`config.mk`:
```
export PLATFORM = sky130hd
export DESIGN_NAME = iagc_mem_ctrl
export DESIGN_NICKNAME = d
export VERILOG_FILES = /design/src/rtl/iagc_mem_ctrl.sv
export SDC_FILE = /design/constraint.sdc
export NUM_CORES = 1
export LEC_CHECK = 0
export ABC_AREA = 1
export CAP_MARGIN = 25
export CORE_AREA = 2 2 109 111
export CTS_BUF_LIST = sky130_fd_sc_hd__clkbuf_4
export CTS_CLUSTER_DIAMETER = 50
export CTS_CLUSTER_SIZE = 30
export DETAILED_ROUTE_END_ITERATION = 12
export DIE_AREA = 0 0 111 113
export GPL_TIMING_DRIVEN = 0
export HOLD_SLACK_MARGIN = 0.1
export PLACE_DENSITY = 0.75
export SLEW_MARGIN = 10
export SYNTH_ARGS = -nofsm -noshare
export SYNTH_HDL_FRONTEND = slang
export SYNTH_SLANG_ARGS = --single-unit
export TNS_END_PERCENT = 10
```
`constraint.sdc`:
```
create_clock -name i_clock -period 1.99 [get_ports i_clock]
set_input_delay 0.398 -clock i_clock [delete_from_list [all_inputs] [get_ports i_clock]]
set_output_delay 0.398 -clock i_clock [all_outputs]
set_load 0.005 [all_outputs]
```
`src/rtl/iagc_mem_ctrl.sv`:
```
// IAGC memory controller: decimated sample capture, BRAM clean and valid/ready dump.
// Optional feature macro IAGC_DUMP_HEADER_EN: prefix every dump with a capture-length word.
module iagc_mem_ctrl #(
  parameter int STATUS_SIZE    = 4,
  parameter int ADDR_SIZE      = 12,
  parameter int DATA_SIZE      = 14,
  parameter int DECIMATOR_SIZE = 4
) (
  input  logic                      i_clock,
  input  logic                      i_reset,
  input  logic [STATUS_SIZE-1:0]    i_status,
  input  logic [ADDR_SIZE-1:0]      i_memory_size,
  input  logic [DECIMATOR_SIZE-1:0] i_decimator,
  input  logic                      i_adc_valid,
  input  logic [DATA_SIZE-1:0]      i_ref_data,
  input  logic [DATA_SIZE-1:0]      i_err_data,
  input  logic [DATA_SIZE-1:0]      i_ref_rdata,
  input  logic [DATA_SIZE-1:0]      i_err_rdata,
  input  logic                      i_tx_ready,
  output logic                      o_mem_we,
  output logic [ADDR_SIZE-1:0]      o_mem_addr,
  output logic [DATA_SIZE-1:0]      o_ref_wdata,
  output logic [DATA_SIZE-1:0]      o_err_wdata,
  output logic                      o_tx_valid,
  output logic [DATA_SIZE-1:0]      o_tx_data,
  output logic                      o_sample_end,
  output logic                      o_dump_end,
  output logic                      o_clean_end
);

  localparam logic [STATUS_SIZE-1:0] STAT_SAMPLE   = STATUS_SIZE'(3);
  localparam logic [STATUS_SIZE-1:0] STAT_DUMP_REF = STATUS_SIZE'(7);
  localparam logic [STATUS_SIZE-1:0] STAT_DUMP_ERR = STATUS_SIZE'(8);
  localparam logic [STATUS_SIZE-1:0] STAT_CLEAN    = STATUS_SIZE'(9);

  typedef enum logic [2:0] {
    S_IDLE, S_SAMPLE, S_CLEAN, S_DUMP_RD, S_DUMP_WAIT, S_DUMP_TX, S_DONE
  } state_t;

  state_t                    r_state, w_state_next;
  logic [STATUS_SIZE-1:0]    r_status, w_status_next;
  logic [ADDR_SIZE-1:0]      r_last, w_last_next;
  logic [ADDR_SIZE-1:0]      r_addr, w_addr_next;
  logic [DECIMATOR_SIZE-1:0] r_dmax, w_dmax_next;
  logic [DECIMATOR_SIZE-1:0] r_dcnt, w_dcnt_next;
  logic                      r_src_err, w_src_err_next;
  logic                      r_hdr, w_hdr_next;
  logic                      r_mem_we, w_mem_we_next;
  logic [ADDR_SIZE-1:0]      r_mem_addr, w_mem_addr_next;
  logic [DATA_SIZE-1:0]      r_ref_wdata, w_ref_wdata_next;
  logic [DATA_SIZE-1:0]      r_err_wdata, w_err_wdata_next;
  logic                      r_tx_valid, w_tx_valid_next;
  logic [DATA_SIZE-1:0]      r_tx_data, w_tx_data_next;
  logic                      r_sample_end, w_sample_end_next;
  logic                      r_dump_end, w_dump_end_next;
  logic                      r_clean_end, w_clean_end_next;
  logic                      w_abort;
  logic                      w_start;

  assign w_abort = (i_status != r_status);
  assign w_start = (i_status == STAT_SAMPLE) || (i_status == STAT_CLEAN) ||
                   (i_status == STAT_DUMP_REF) || (i_status == STAT_DUMP_ERR);

`ifdef IAGC_DUMP_HEADER_EN
  // Length is computed one bit wider than the address so size 0 can represent 2^ADDR_SIZE.
  localparam int LEN_W = (ADDR_SIZE + 1 > DATA_SIZE) ? ADDR_SIZE + 1 : DATA_SIZE;
  logic [LEN_W-1:0]     w_len;
  logic [DATA_SIZE-1:0] w_header;
  always_comb begin
    w_len    = (i_memory_size == '0) ? (LEN_W'(1) << ADDR_SIZE) : LEN_W'(i_memory_size);
    w_header = (w_len > LEN_W'({DATA_SIZE{1'b1}})) ? '1 : DATA_SIZE'(w_len);
  end
`endif

  always_comb begin
    w_state_next      = r_state;
    w_status_next     = r_status;
    w_last_next       = r_last;
    w_addr_next       = r_addr;
    w_dmax_next       = r_dmax;
    w_dcnt_next       = r_dcnt;
    w_src_err_next    = r_src_err;
    w_hdr_next        = r_hdr;
    w_mem_we_next     = 1'b0;
    w_mem_addr_next   = r_mem_addr;
    w_ref_wdata_next  = r_ref_wdata;
    w_err_wdata_next  = r_err_wdata;
    w_tx_valid_next   = r_tx_valid;
    w_tx_data_next    = r_tx_data;
    w_sample_end_next = 1'b0;
    w_dump_end_next   = 1'b0;
    w_clean_end_next  = 1'b0;

    case (r_state)
      S_IDLE: begin
        w_tx_valid_next = 1'b0;
        if (w_start) begin
          w_status_next   = i_status;
          w_last_next     = i_memory_size - 1'b1;
          w_dmax_next     = (i_decimator == '0) ? '0 : i_decimator - 1'b1;
          w_dcnt_next     = '0;
          w_addr_next     = '0;
          w_mem_addr_next = '0;
          w_src_err_next  = (i_status == STAT_DUMP_ERR);
          if (i_status == STAT_SAMPLE) begin
            w_state_next = S_SAMPLE;
          end else if (i_status == STAT_CLEAN) begin
            w_state_next = S_CLEAN;
          end else begin
`ifdef IAGC_DUMP_HEADER_EN
            w_hdr_next      = 1'b1;
            w_tx_valid_next = 1'b1;
            w_tx_data_next  = w_header;
            w_state_next    = S_DUMP_TX;
`else
            w_state_next    = S_DUMP_RD;
`endif
          end
        end
      end
      S_SAMPLE: begin
        if (w_abort) begin
          w_state_next = S_IDLE;
        end else if (i_adc_valid) begin
          if (r_dcnt == r_dmax) begin
            w_dcnt_next      = '0;
            w_mem_we_next    = 1'b1;
            w_mem_addr_next  = r_addr;
            w_ref_wdata_next = i_ref_data;
            w_err_wdata_next = i_err_data;
            if (r_addr == r_last) begin
              w_state_next      = S_DONE;
              w_sample_end_next = 1'b1;
            end else begin
              w_addr_next = r_addr + 1'b1;
            end
          end else begin
            w_dcnt_next = r_dcnt + 1'b1;
          end
        end
      end
      S_CLEAN: begin
        if (w_abort) begin
          w_state_next = S_IDLE;
        end else begin
          w_mem_we_next    = 1'b1;
          w_mem_addr_next  = r_addr;
          w_ref_wdata_next = '0;
          w_err_wdata_next = '0;
          if (r_addr == r_last) begin
            w_state_next     = S_DONE;
            w_clean_end_next = 1'b1;
          end else begin
            w_addr_next = r_addr + 1'b1;
          end
        end
      end
      // o_mem_addr already holds r_addr here; read data arrives during DUMP_WAIT.
      S_DUMP_RD: begin
        w_state_next = w_abort ? S_IDLE : S_DUMP_WAIT;
      end
      S_DUMP_WAIT: begin
        if (w_abort) begin
          w_state_next = S_IDLE;
        end else begin
          w_tx_valid_next = 1'b1;
          w_tx_data_next  = r_src_err ? i_err_rdata : i_ref_rdata;
          w_state_next    = S_DUMP_TX;
        end
      end
      S_DUMP_TX: begin
        if (w_abort) begin
          w_tx_valid_next = 1'b0;
          w_hdr_next      = 1'b0;
          w_state_next    = S_IDLE;
        end else if (i_tx_ready) begin
          w_tx_valid_next = 1'b0;
          if (r_hdr) begin
            w_hdr_next   = 1'b0;
            w_state_next = S_DUMP_RD;
          end else if (r_addr == r_last) begin
            w_dump_end_next = 1'b1;
            w_state_next    = S_DONE;
          end else begin
            w_addr_next     = r_addr + 1'b1;
            w_mem_addr_next = r_addr + 1'b1;
            w_state_next    = S_DUMP_RD;
          end
        end
      end
      // Hold here until the FSM leaves the state that started us, so we never restart twice.
      S_DONE: begin
        if (w_abort) w_state_next = S_IDLE;
      end
      default: w_state_next = S_IDLE;
    endcase
  end

  always_ff @(posedge i_clock) begin
    if (i_reset) begin
      r_state      <= S_IDLE;
      r_status     <= '0;
      r_last       <= '0;
      r_addr       <= '0;
      r_dmax       <= '0;
      r_dcnt       <= '0;
      r_src_err    <= 1'b0;
      r_hdr        <= 1'b0;
      r_mem_we     <= 1'b0;
      r_mem_addr   <= '0;
      r_ref_wdata  <= '0;
      r_err_wdata  <= '0;
      r_tx_valid   <= 1'b0;
      r_tx_data    <= '0;
      r_sample_end <= 1'b0;
      r_dump_end   <= 1'b0;
      r_clean_end  <= 1'b0;
    end else begin
      r_state      <= w_state_next;
      r_status     <= w_status_next;
      r_last       <= w_last_next;
      r_addr       <= w_addr_next;
      r_dmax       <= w_dmax_next;
      r_dcnt       <= w_dcnt_next;
      r_src_err    <= w_src_err_next;
      r_hdr        <= w_hdr_next;
      r_mem_we     <= w_mem_we_next;
      r_mem_addr   <= w_mem_addr_next;
      r_ref_wdata  <= w_ref_wdata_next;
      r_err_wdata  <= w_err_wdata_next;
      r_tx_valid   <= w_tx_valid_next;
      r_tx_data    <= w_tx_data_next;
      r_sample_end <= w_sample_end_next;
      r_dump_end   <= w_dump_end_next;
      r_clean_end  <= w_clean_end_next;
    end
  end

  assign o_mem_we     = r_mem_we;
  assign o_mem_addr   = r_mem_addr;
  assign o_ref_wdata  = r_ref_wdata;
  assign o_err_wdata  = r_err_wdata;
  assign o_tx_valid   = r_tx_valid;
  assign o_tx_data    = r_tx_data;
  assign o_sample_end = r_sample_end;
  assign o_dump_end   = r_dump_end;
  assign o_clean_end  = r_clean_end;

endmodule

```
==> flow_metrics.tcl <==
set metrics [dict create \
    hold_violations 0 \
    syn_inst 782 \
    grt_busiest_layer "met2" \
    area_delta_synth_final_pct 36.3 \
    grt_pass1_vias 4949 \
    r2r_start "r_state[2]$_SDFFE_PP0P_" \
    setup_violations 0 \
    ys.warnings.count 0 \
    ys.flop_type "dfxtp_1" \
    place_congestion 0.960 \
    drv_cap 0 \
    grt_max_degree 17 \
    h-tree-depth 3 \
    grt-ovfl-total 0 \
    dieArea_um2 12500 \
    layout_commonest_cell "nand2_1" \
    max_slew_margin_pct 54.7 \
    preCtsSetupSlack_ps -563 \
    routed-via-count 5406 \
    post_dp_cell_area_um2 6660 \
    io_pins 139 \
    whs_path_depth 4 \
    leakagePower_nw 2.76 \
    end_kind "flop" \
    synthesis.nets 865 \
    cp_max_fo 10 \
    critPathArrivalTime_ps 2190 \
    cts_hold_buf 0 \
    instances_no_fill 1086 \
    fin_area_um2 6970 \
    gr-usage-met2_pct 35.3 \
    wl_per_cell_um 12.6 \
    antenna_found_initial 0 \
    whs_endpoint "o_clean_end$_SDFF_PP0_" \
    crit_slowest_cell "dfxtp_2" \
    grt_setup_unrepaired "yes" \
    avgSynthCellArea_um2 6.54 \
    dp.cells 1062 \
    hold_start "i_reset" \
    port-buffer-count 137 \
    drc 0 \
    synth_area_um2 5110 \
    cts-root-buf "clkbuf_4" \
    wl_um 13700 \
    crit_top_cell "nand2_1" \
    utilization_pct 61.8 \
    layout_common_cells "nand2_1 (191), clkdlybuf4s50_1 (137), nor2_1 (108), dfxtp_1 (88), o21ai_0 (83)" \
    n_antenna_cell 0 \
    finalCritPeriodShare_pct 94.1 \
    via_per_inst 4.98 \
    reg2regPathDepth 8 \
    start_util_pct 45.4 \
    min_period_ps 1870 \
    antenna_left 0 \
    critPathMaxStageDelay_ps 410 \
    fillerInstances 1093 \
    grt_pass1_wl_um 23100 \
    drt_iter0_drc 324 \
    cts.reportedPaths.clkPinSlew_ps 150 \
    ys_ff_latch 99 \
    nets 1021 \
    die_h_um 113 \
    synth.distinct_cells 32 \
    reg2reg_to "o_mem_addr[1]$_SDFFE_PP0P_" \
    crit_buf_inv 2 \
    use_met1_pct 29.3 \
    core_area_um2 11300 \
    fin_ws_ps 117 \
    ir_worst_vdd_mv 0.435 \
    ys_seq_area_share_pct 38.8 \
    grt_usage_pct 21.9 \
    die_x_um 111 \
    clk_latency_ps 470 \
    hp-class "in2reg" \
    required_ps 2310 \
    drive_gt1_share_pct 8.17 \
    crit_type "reg2reg" \
    cts-buffers-inserted 9 \
    cts.path.max_buffers 2 \
    whs_ps 420 \
    crit_chain "clkbuf_1, o21ai_0, nand4_1, nor2_4, nand2_1, buf_4, nand2_1, a21oi_1" \
    worstMarginPinSlew_ps 680 \
    drt_pre_antenna_iters 5 \
    critPathTopFamily "simple AND/OR/NAND/NOR gates" \
    cts_tree "yes" \
    synthArstFlopShare_pct 0 \
    clock_sinks 99 \
    synth_edf_count 0 \
    p_per_area_nw_per_um2 989 \
    r2r_slack_ps 120 \
    start_kind "flop" \
    use_met3_pct 6.21 \
    rows 39 \
    slew_viol_final 0 \
    status "finished, final reports clean" \
    skew_ps 26.1 \
    hpwl_um 10400 \
    fmax_mhz 534 \
]
[cell type report]
| class | instances | area [um^2] | share of cell area, % |
|---|---|---|---|
| clock buffers | 9 | 67.6 | 0.969 |
| flip-flops and latches | 99 | 2000 | 28.6 |
| repair buffers | 145 | 1430 | 20.5 |
| plain buffers | 37 | 184 | 2.64 |
| multi-input cells | 577 | 2760 | 39.6 |
| inverters | 69 | 262 | 3.75 |
| well taps | 143 | 179 | 2.57 |
| clock inverters | 7 | 91.3 | 1.31 |
[report_power, final]
part	switching, mW	internal (mW)	total (mW)
Clock	0.671	0.507	1.18
Sequential	0.259	2.27	2.53
Combinational	1.92	1.26	3.18
[tightest hold or removal path: stages]
cell	delay, ps
clkbuf_1	260
nor2_1	110
nand2_1	50
nor2_1	30
[sequential cells by signal, summed over array words and instances, names as in the netlist, 3 cells and up]
| signal | flops |
|---|---|
| o_err_wdata | 14 |
| o_mem_addr | 12 |
| o_ref_wdata | 14 |
| o_tx_data | 14 |
| r_addr | 12 |
| r_dcnt | 4 |
| r_dmax | 4 |
| r_last | 12 |
| r_state | 3 |
| r_status | 4 |
[per-stage QoR]
step	total power [mW]	TNS (ps)
2_1_floorplan	4.56	0
3_3_place_gp	5.44	-35880
3_5_place_dp	5.48	-36230
4_1_cts	6.69	0
5_1_grt	7.45	-210
6_report	6.89	0
[per-layer routing]
metal  up-vias  share of wire (%)  routed length, um
li1       2844                  -                  -
met4         0                1.4                189
met1      2363                 47               6420
met3        15                8.1               1110
met5         -                  0                  0
met2       184                 44               6010
[cells in the mapped netlist, drive strengths merged (3+ instances only)]
library cell  number  area [um^2]
a21oi             46          230
a31oi              5         31.3
buf               14         85.1
clkbuf            23         86.3
dfxtp             99         1980
ha                 3         37.5
inv               68          255
mux2i             14          140
nand2            197          744
nand3             58          290
nand4              6         37.5
nor2             116          460
nor3               4         20.0
o21ai            107          536
xnor2              7         61.3
xor2               5         43.8
[cell families after synthesis]
kind of cell / Yosys count / share of synthesized area (%)
AO/OA/AOI/OAI: 164 / 16.5
XOR/XNOR: 12 / 2.06
adder cells (fa/ha/maj): 3 / 0.734
buffers and inverters: 106 / 8.42
flip-flops: 99 / 38.8
multiplexers: 14 / 2.74
AND/OR/NAND/NOR: 384 / 30.8
[worst max path at each step]
| stage | startpoint | to | slack (ps) | cells past startpoint |
|---|---|---|---|---|
| floorplan | i_status[3] | o_err_wdata[0]$_SDFFE_PP0P_ | 360 | 13 |
| global placement | i_status[1] | o_tx_data[10]$_SDFFE_PP0N_ | -550 | 10 |
| detailed placement | i_status[1] | o_tx_data[12]$_SDFFE_PP0N_ | -560 | 10 |
| CTS | r_state[0]$_SDFFE_PP0P_ | r_last[10]$_SDFFE_PP0P_ | 7 | 9 |
| global route | i_status[3] | o_ref_wdata[12]$_SDFFE_PP0P_ | -50 | 14 |
| finish | r_state[2]$_SDFFE_PP0P_ | o_mem_addr[1]$_SDFFE_PP0P_ | 120 | 8 |
[repair_timing]
action,CTS,global route
buffers inserted,1,7
pin swaps,1,3
endpoints found under the hold margin,0,0
setup endpoints to repair,36,77
resized for setup,3,35
(Power assumes the default switching activity.)
